==> src/rtl/sar_conv_sequencer_pkg.sv <==
// Shared types and constants for the SAR conversion sequencer.
// Word width, accumulator sizing and FSM state encodings.
package sar_conv_sequencer_pkg;

  localparam int BIT_ADC = 8;
  localparam int ACC_W   = BIT_ADC + 3;
  localparam int CNT_W   = 4;

  localparam logic [1:0] AVG_LOG2_MAX = 2'd3;

  typedef enum logic {
    IDLE = 1'b0,
    CONV = 1'b1
  } state_t;

  function automatic logic [1:0] clamp_avg(
    input logic [1:0] l2
  );
    return (l2 > AVG_LOG2_MAX) ? AVG_LOG2_MAX : l2;
  endfunction

  function automatic logic [CNT_W-1:0] avg_count(
    input logic [1:0] l2
  );
    return CNT_W'(1) << l2;
  endfunction

endpackage

==> src/rtl/sar_bit_deserializer.sv <==
// Turns the SAR DIGITAL_OUT stream into words, one bit per
// COMP_CLK falling edge, MSB first.
module sar_bit_deserializer
  import sar_conv_sequencer_pkg::*;
(
  input  logic               clk,
  input  logic               rst,
  input  logic               clr,
  input  logic               en,
  input  logic               comp_clk,
  input  logic               dout,
  output logic               bit_event,
  output logic [BIT_ADC-1:0] word,
  output logic               word_done
);

  logic             comp_q;
  logic [CNT_W-1:0] bit_cnt;

  assign bit_event = en & comp_q & ~comp_clk;
  assign word_done = (bit_cnt == CNT_W'(BIT_ADC));

  always_ff @(posedge clk or posedge rst) begin
    if (rst) begin
      comp_q  <= 1'b0;
      bit_cnt <= '0;
      word    <= '0;
    end else begin
      comp_q <= comp_clk;
      if (clr) begin
        bit_cnt <= '0;
        word    <= '0;
      end else if (bit_event) begin
        word    <= {word[BIT_ADC-2:0], dout};
        // a bit landing on the done cycle starts the next word
        bit_cnt <= word_done ? CNT_W'(1)
                             : bit_cnt + CNT_W'(1);
      end else if (word_done) begin
        bit_cnt <= '0;
      end
    end
  end

endmodule

==> src/rtl/sar_conv_sequencer.sv <==
// SAR conversion controller: sequencing, averaging, watchdog
// and a single-entry valid/ready result register.
module sar_conv_sequencer
  import sar_conv_sequencer_pkg::*;
#(
  parameter int TIMEOUT_CYC = 31
) (
  input  logic               wb_clk_i,
  input  logic               wb_rst_i,
  input  logic               start,
  input  logic               stop,
  input  logic               continuous,
  input  logic [1:0]         avg_log2,
  input  logic               clr_err,
  input  logic               sar_digital_out,
  input  logic               sar_comp_clk,
  output logic               sar_xrst,
  output logic [BIT_ADC-1:0] result,
  output logic               result_valid,
  input  logic               result_ready,
  output logic               busy,
  output logic               overrun,
  output logic               timeout
);

  localparam int WD_W = $clog2(TIMEOUT_CYC + 1);

  state_t             state, state_d;
  logic               cont_q;
  logic [1:0]         avg_q;
  logic [ACC_W-1:0]   acc, acc_d, acc_sum;
  logic [CNT_W-1:0]   smp, smp_d, smp_inc;
  logic [WD_W-1:0]    wdog, wdog_d;
  logic               issue, to_set;
  logic [BIT_ADC-1:0] issue_val;
  logic               bit_event, word_done;
  logic [BIT_ADC-1:0] word;
  logic               xfer, ovr_set;

  sar_bit_deserializer u_deser (
    .clk       (wb_clk_i),
    .rst       (wb_rst_i),
    .clr       (state == IDLE),
    .en        (state == CONV),
    .comp_clk  (sar_comp_clk),
    .dout      (sar_digital_out),
    .bit_event (bit_event),
    .word      (word),
    .word_done (word_done)
  );

  assign sar_xrst = (state == CONV);
  assign busy     = (state == CONV);
  assign xfer     = result_valid & result_ready;
  assign ovr_set  = issue & result_valid & ~xfer;

  always_comb begin
    state_d   = state;
    acc_d     = acc;
    smp_d     = smp;
    wdog_d    = wdog;
    issue     = 1'b0;
    issue_val = '0;
    to_set    = 1'b0;
    acc_sum   = acc + ACC_W'(word);
    smp_inc   = smp + CNT_W'(1);
    unique case (state)
      IDLE: begin
        acc_d  = '0;
        smp_d  = '0;
        wdog_d = '0;
        if (start) state_d = CONV;
      end
      CONV: begin
        wdog_d = bit_event ? '0 : wdog + WD_W'(1);
        if (word_done) begin
          acc_d = acc_sum;
          smp_d = smp_inc;
        end
        // stop beats a timeout, which beats a completing block
        if (stop) begin
          state_d = IDLE;
        end else if (!bit_event &&
                     wdog == WD_W'(TIMEOUT_CYC - 1)) begin
          to_set  = 1'b1;
          state_d = IDLE;
        end else if (word_done &&
                     smp_inc == avg_count(avg_q)) begin
          issue     = 1'b1;
          issue_val = BIT_ADC'(acc_sum >> avg_q);
          acc_d     = '0;
          smp_d     = '0;
          if (!cont_q) state_d = IDLE;
        end
      end
    endcase
  end

  always_ff @(posedge wb_clk_i or posedge wb_rst_i) begin
    if (wb_rst_i) begin
      state  <= IDLE;
      cont_q <= 1'b0;
      avg_q  <= '0;
      acc    <= '0;
      smp    <= '0;
      wdog   <= '0;
    end else begin
      state <= state_d;
      acc   <= acc_d;
      smp   <= smp_d;
      wdog  <= wdog_d;
      if (state == IDLE && start) begin
        cont_q <= continuous;
        avg_q  <= clamp_avg(avg_log2);
      end
    end
  end

  always_ff @(posedge wb_clk_i or posedge wb_rst_i) begin
    if (wb_rst_i) begin
      result       <= '0;
      result_valid <= 1'b0;
    end else if (issue && (!result_valid || xfer)) begin
      result       <= issue_val;
      result_valid <= 1'b1;
    end else if (xfer) begin
      result_valid <= 1'b0;
    end
  end

  always_ff @(posedge wb_clk_i or posedge wb_rst_i) begin
    if (wb_rst_i) begin
      overrun <= 1'b0;
      timeout <= 1'b0;
    end else begin
      if (ovr_set)      overrun <= 1'b1;
      else if (clr_err) overrun <= 1'b0;
      if (to_set)       timeout <= 1'b1;
      else if (clr_err) timeout <= 1'b0;
    end
  end

endmodule

==> config.mk <==
export PLATFORM = sky130hd
export DESIGN_NAME = sar_conv_sequencer
export DESIGN_NICKNAME = d
export VERILOG_FILES = /design/src/rtl/sar_conv_sequencer_pkg.sv /design/src/rtl/sar_bit_deserializer.sv /design/src/rtl/sar_conv_sequencer.sv
export SDC_FILE = /design/constraint.sdc
export NUM_CORES = 1
export LEC_CHECK = 0
export CORE_MARGIN = 5
export CORE_UTILIZATION = 62
export CTS_CLUSTER_DIAMETER = 80
export DETAILED_ROUTE_END_ITERATION = 16
export PLACE_DENSITY = 0.85
export SETUP_SLACK_MARGIN = 0.5
export SYNTH_ARGS = -nofsm -noshare
export SYNTH_HDL_FRONTEND = slang
export SYNTH_SLANG_ARGS = --single-unit
==> constraint.sdc <==
create_clock -name wb_clk_i -period 6.4 [get_ports wb_clk_i]
set_input_delay 1.6 -clock wb_clk_i [delete_from_list [all_inputs] [get_ports wb_clk_i]]
set_output_delay 1.6 -clock wb_clk_i [all_outputs]
set_load 0.03 [all_outputs]
# [Word-level counts from Yosys, hierarchy flattened]
# Cells that the tools add are included.
[op_classes] n_addsub=4 mux=41 n_lt_le_gt_ge=1 shift=2 bitwise_logic=8 n_reduce_logical=10 eq_ne=5
[op_table] cell="$mux W8" n=6
[op_table] cell="$mux W11" n=4
[op_table] cell="$mux W4" n=8
[op_table] cell="$pmux W11 S2" n=1
[op_table] cell="$mux W1" n=17
[op_table] cell="$add A11 B8 Y11" n=1
[op_table] cell="$shr A11 B2 Y8" n=1
[op_table] cell="$pmux W5 S2" n=1
[op_table] cell="$add A4 B1 Y4 const B" n=2
[op_table] cell="$pmux W4 S2" n=1
[op_table] cell="$reduce_bool A2 Y1" n=3
[op_table] cell="$add A5 B1 Y5 const B" n=1
[op_table] cell="$and A1 B1 Y1" n=5
[op_table] cell="$eq A5 B5 Y1 const B" n=1
[op_table] cell="$mux W5" n=1
[op_table] cell="$eq A4 B4 Y1" n=1
[op_table] cell="$eq A4 B4 Y1 const B" n=1
[op_table] cell="$logic_and A1 B1 Y1" n=4
[op_table] cell="$shl A1 B2 Y4 const A" n=1
[op_table] cell="$ne A3 B1 Y1 const B" n=1
[op_table] cell="$not A1 Y1" n=3
[op_table] cell="$gt A2 B2 Y1 const B" n=1
[op_table] cell="$logic_not A1 Y1" n=2
[op_table] cell="$mux W2" n=1
[op_table] cell="other kinds (3)" n=3
[totals] word_cells=84 inputBits=11 regBits=48

# [Longest topological paths before layout]
[depth] depth_word=10 mapped_depth=9 depth_no_buf=8

# [Modules after synthesis]
# From an unflattened synthesis, not the netlist that was laid out.
[unflattened] hier_cells=316 area_unflattened_um2=2957.8
[modules_own_cells] mod="sar_conv_sequencer" instances=1 cells_each=251 area_per_inst_um2=2338.5
[modules_own_cells] mod="sar_bit_deserializer" instances=1 cells_each=65 area_per_inst_um2=619.3

# [Least setup slack after synthesis]
# OpenSTA, ideal clock, no wires.
[synth_path] kind="input to register" startpoint="in sar_comp_clk" endpoint="reg result[6]" path_slack_ns=3.296 t_arrival_ns=2.977 cell_stages=7 required_ns=6.272 n_path_buf=1 cell_sequence="nor2b_1 > nor2_1 > nor2_1 > nand2_1 > or4b_1 > buf_4 > mux2_1"
[synth_via] elab_chain_cells=8
[synth_lines] item="start: declaration" line="sar_conv_sequencer.sv:16" rtl="input logic sar_comp_clk,"
[synth_lines] item="$not A1 Y1 (*)" line="sar_bit_deserializer.sv:20" rtl="assign bit_event = en & comp_q & ~comp_clk;"
[synth_lines] item="$and A1 B1 Y1 (*)" line="sar_bit_deserializer.sv:20"
[synth_lines] item="$logic_not A1 Y1 (*)" line="sar_conv_sequencer.sv:83" rtl="end else if (!bit_event &&"
[synth_lines] item="$logic_and A1 B1 Y1 (*)" line="sar_conv_sequencer.sv:83"
[synth_lines] item="$mux W1" line="sar_conv_sequencer.sv:83"
[synth_lines] item="$mux W1" line="sar_conv_sequencer.sv:81" rtl="if (stop) begin"
[synth_lines] item="$mux W1" line="sar_conv_sequencer.sv:67" rtl="unique case (state)"
[synth_lines] item="$logic_and A1 B1 Y1" line="sar_conv_sequencer.sv:123" rtl="end else if (issue && (!result_valid || xfer)) begin"
[synth_lines] item="end signal: assignment" line="sar_conv_sequencer.sv:124" rtl="result <= issue_val;"
[synth_lines] item="end: declaration" line="sar_conv_sequencer.sv:18" rtl="output logic [BIT_ADC-1:0] result,"
# Mark *: on every way between the ends. The rest lies on a longest branch, timed or not.
# A chain may end at the register's enable or synchronous reset.

# [Final worst setup path]
[layout_path] startpoint="in sar_comp_clk" endpoint="reg result[7]"
# Same word-level chain as after synthesis.

==> results.json <==
{
  "outcome": "finished, final reports clean",
  "fill_cells": 313,
  "insertion_delay_ps": 300,
  "die_area_um2": 6070,
  "finalCritPeriodShare_pct": 62.1,
  "ff2ff_setup_slack_ps": 3430,
  "cts_resized": 0,
  "synthAdderAreaFrac_pct": 6.38,
  "finalMaxSlewViolations": 0,
  "synth_edf_count": 0,
  "hold_slack_ps": 496,
  "synth_top_family_by_area": "simple AND/OR/NAND/NOR gates",
  "cts_made_buffers": 5,
  "htreeDepth": 2,
  "muxShareOfSynthArea_pct": 7.30,
  "design_area_um2": 3190,
  "hold_viol_final": 0,
  "num-nets-final": 346,
  "ctsHoldBuffers": 0,
  "endpoint": "result[7]",
  "final_layout_size_suffix_gt1_share_pct": 6.83,
  "vias_per_cell": 5.95,
  "fin_crit_ps": 3970,
  "synthFlopType": "dfrtp_1",
  "ys_async_sr_fraction_pct": 100,
  "drt_iter0_drc": 177,
  "r2r_cells": 7,
  "synth-xor-area-share_pct": 5.20,
  "crit-reg2reg-capture": "result[7]",
  "setup_tns_ps": 0,
  "ys_seq_area_share_pct": 42.0,
  "place_hpwl_mm": 4.02,
  "cts.sinks": 48,
  "cp_common_cell": "nor2_1",
  "final_cell_mix": "53 x nand2_1, 48 x dfrtp_1, 23 x clkdlybuf4s50_1",
  "setup_violations": 0,
  "initial_core_util_pct": 64.8,
  "grt_max_degree": 49,
  "clockRootBuffer": "clkbuf_8",
  "place_ws_ps": 2090,
  "pin_count": 24,
  "drcViolationCount": 0,
  "start_kind": "input pin",
  "yosysWarnings": 0,
  "clk_pin_slew_ps": 90,
  "syn_inst": 305,
  "place_congestion": 0.853,
  "dpl.cell_count": 366,
  "antenna_found_initial": 0,
  "path_cells": "clkdlybuf4s50_1 > nor2b_1 > nor2_1 > nor2_1 > nand2_1 > or4b_1 > mux2_1",
  "core_um2": 4410,
  "synth_fp_nets": 330,
  "post_cts_buffers": 0,
  "regArea_um2": 1200,
  "clockBufferDepth": 2,
  "first_pass_iters": 4,
  "hp-class": "register to register",
  "worst_slack_ps": 2430,
  "grt_use_total_pct": 20.0,
  "ir_worst_vdd_uv": 145,
  "drtAntennaViolNets": 0,
  "synth-simple-area-share_pct": 17.8,
  "rows": 24,
  "reg2reg_from": "u_deser.bit_cnt[0]",
  "post-route-util_pct": 72.2,
  "p_per_area_nw_per_um2": 191,
  "die_h_um": 77.9,
  "rsz0062_at_grt": "false",
  "synth_compound_area_share_pct": 17.3,
  "antenna_cells": 0,
  "grt_pass1_vias": 2175,
  "vias": 2224,
  "cts_tree": "built",
  "p_total_mw": 0.607,
  "layout_commonest_cell": "nand2_1",
  "wl_per_cell_um": 15.0,
  "synth_cell_types": 51,
  "cp-startpoint": "sar_comp_clk",
  "port_buffers": 23,
  "worst_slew_pin_slew_ps": 999,
  "cpPeakStageDelay_ps": 730,
  "die_w_um": 77.9,
  "grt_pass1_wl_mm": 10.1,
  "post_dp_cell_area_um2": 3090,
  "final_cells": 374,
  "crit_path_max_fanout": 13,
  "crit_arrival_ps": 4150,
  "power.leakage_nw": 1.43,
  "crit_type": "input pin to register",
  "drv_cap": 0,
  "areaGrowthSynthToFinish_pct": 11.3,
  "slew_headroom_pct": 33.3,
  "syn-cell-area_um2": 2860,
  "clock.fmax_mhz": 252,
  "multi_input_area_um2": 1540,
  "overflow": 0,
  "fin_worst_skew_ps": 5.62,
  "cp_slowest_cell": "or4b_1",
  "synth_seq_cells": 48,
  "end_kind": "register",
  "critPathRequiredTime_ps": 6580,
  "avgSynthCellArea_um2": 9.38,
  "wl_mm": 5.61
}
registers in the layout, summed over array words and instances, names as in the netlist, 2 cells and up:
signal           count
u_deser.word         8
wdog                 5
result               8
smp                  4
avg_q                2
u_deser.bit_cnt      4
acc                 11
report_power, final:
part	total, mW	switching [mW]	internal, mW
registers	0.336	0.0247	0.311
logic	0.0821	0.0443	0.0378
clock network	0.189	0.101	0.0884
how the worst min path moves through the flow:
| stage | from | endpoint | slack (ps) | cells past startpoint |
|---|---|---|---|---|
| finish | wdog[0] | wdog[0] | 500 | 1 |
| global route | result[6] | result[6] | 520 | 1 |
| CTS | wdog[0] | wdog[0] | 500 | 1 |
| global placement | wdog[0] | wdog[0] | 470 | 1 |
| detailed placement | result[6] | result[6] | 480 | 1 |
| floorplan | wdog[0] | wdog[0] | 450 | 1 |
worst max-delay path: cells and delay by family:
family	cells	cell delay, ps
multiplexers	1	400
AND/OR/NAND/NOR	5	1720
buffers and inverters	1	430
synth_stat cells, types with 3 or more instances:
cell / count / area (um^2)
nand4_1: 6 / 37.5
nand2_1: 53 / 199
a21o_1: 3 / 22.5
inv_1: 11 / 41.3
xor2_1: 9 / 78.8
clkbuf_1: 11 / 41.3
a211oi_1: 6 / 45.0
ha_1: 13 / 163
nor2_1: 17 / 63.8
o21ai_0: 8 / 40.0
dfrtp_1: 48 / 1200
nand3_1: 6 / 30.0
nor3_1: 6 / 30.0
a21boi_0: 9 / 67.6
mux2_4: 5 / 75.1
o211ai_1: 3 / 22.5
a21oi_1: 21 / 105
buf_4: 3 / 22.5
nor2b_1: 4 / 25.0
xnor2_1: 8 / 70.1
mux2i_1: 10 / 100
nand2b_1: 4 / 25.0
metal layers:
metal | up-vias | wire [um] | global-route usage, %
li1 | 1099 | - | -
met1 | 1065 | 2600 | 28.1
met4 | 0 | 48 | 5.57
met3 | 5 | 239 | 4.75
met5 | - | 0 | 0
met2 | 55 | 2720 | 31.2
cells by family after synthesis:
kind of cell	Yosys count
multiplexers	18
AO/OA/AOI/OAI	72
flip-flops	48
XOR/XNOR	17
adder cells (fa/ha/maj)	14
AND/OR/NAND/NOR	110
buffers and inverters	26
final cells by class:
cell class              instances  share of cell area (%)
multi-input cells             231                    48.5
well taps                      52                    2.04
clock buffers                   6                    2.59
clock inverters                 2                   0.432
inverters                      11                    1.30
flip-flops and latches         48                    37.7
repair buffers                 24                    7.46
(Power assumes the default switching activity.)
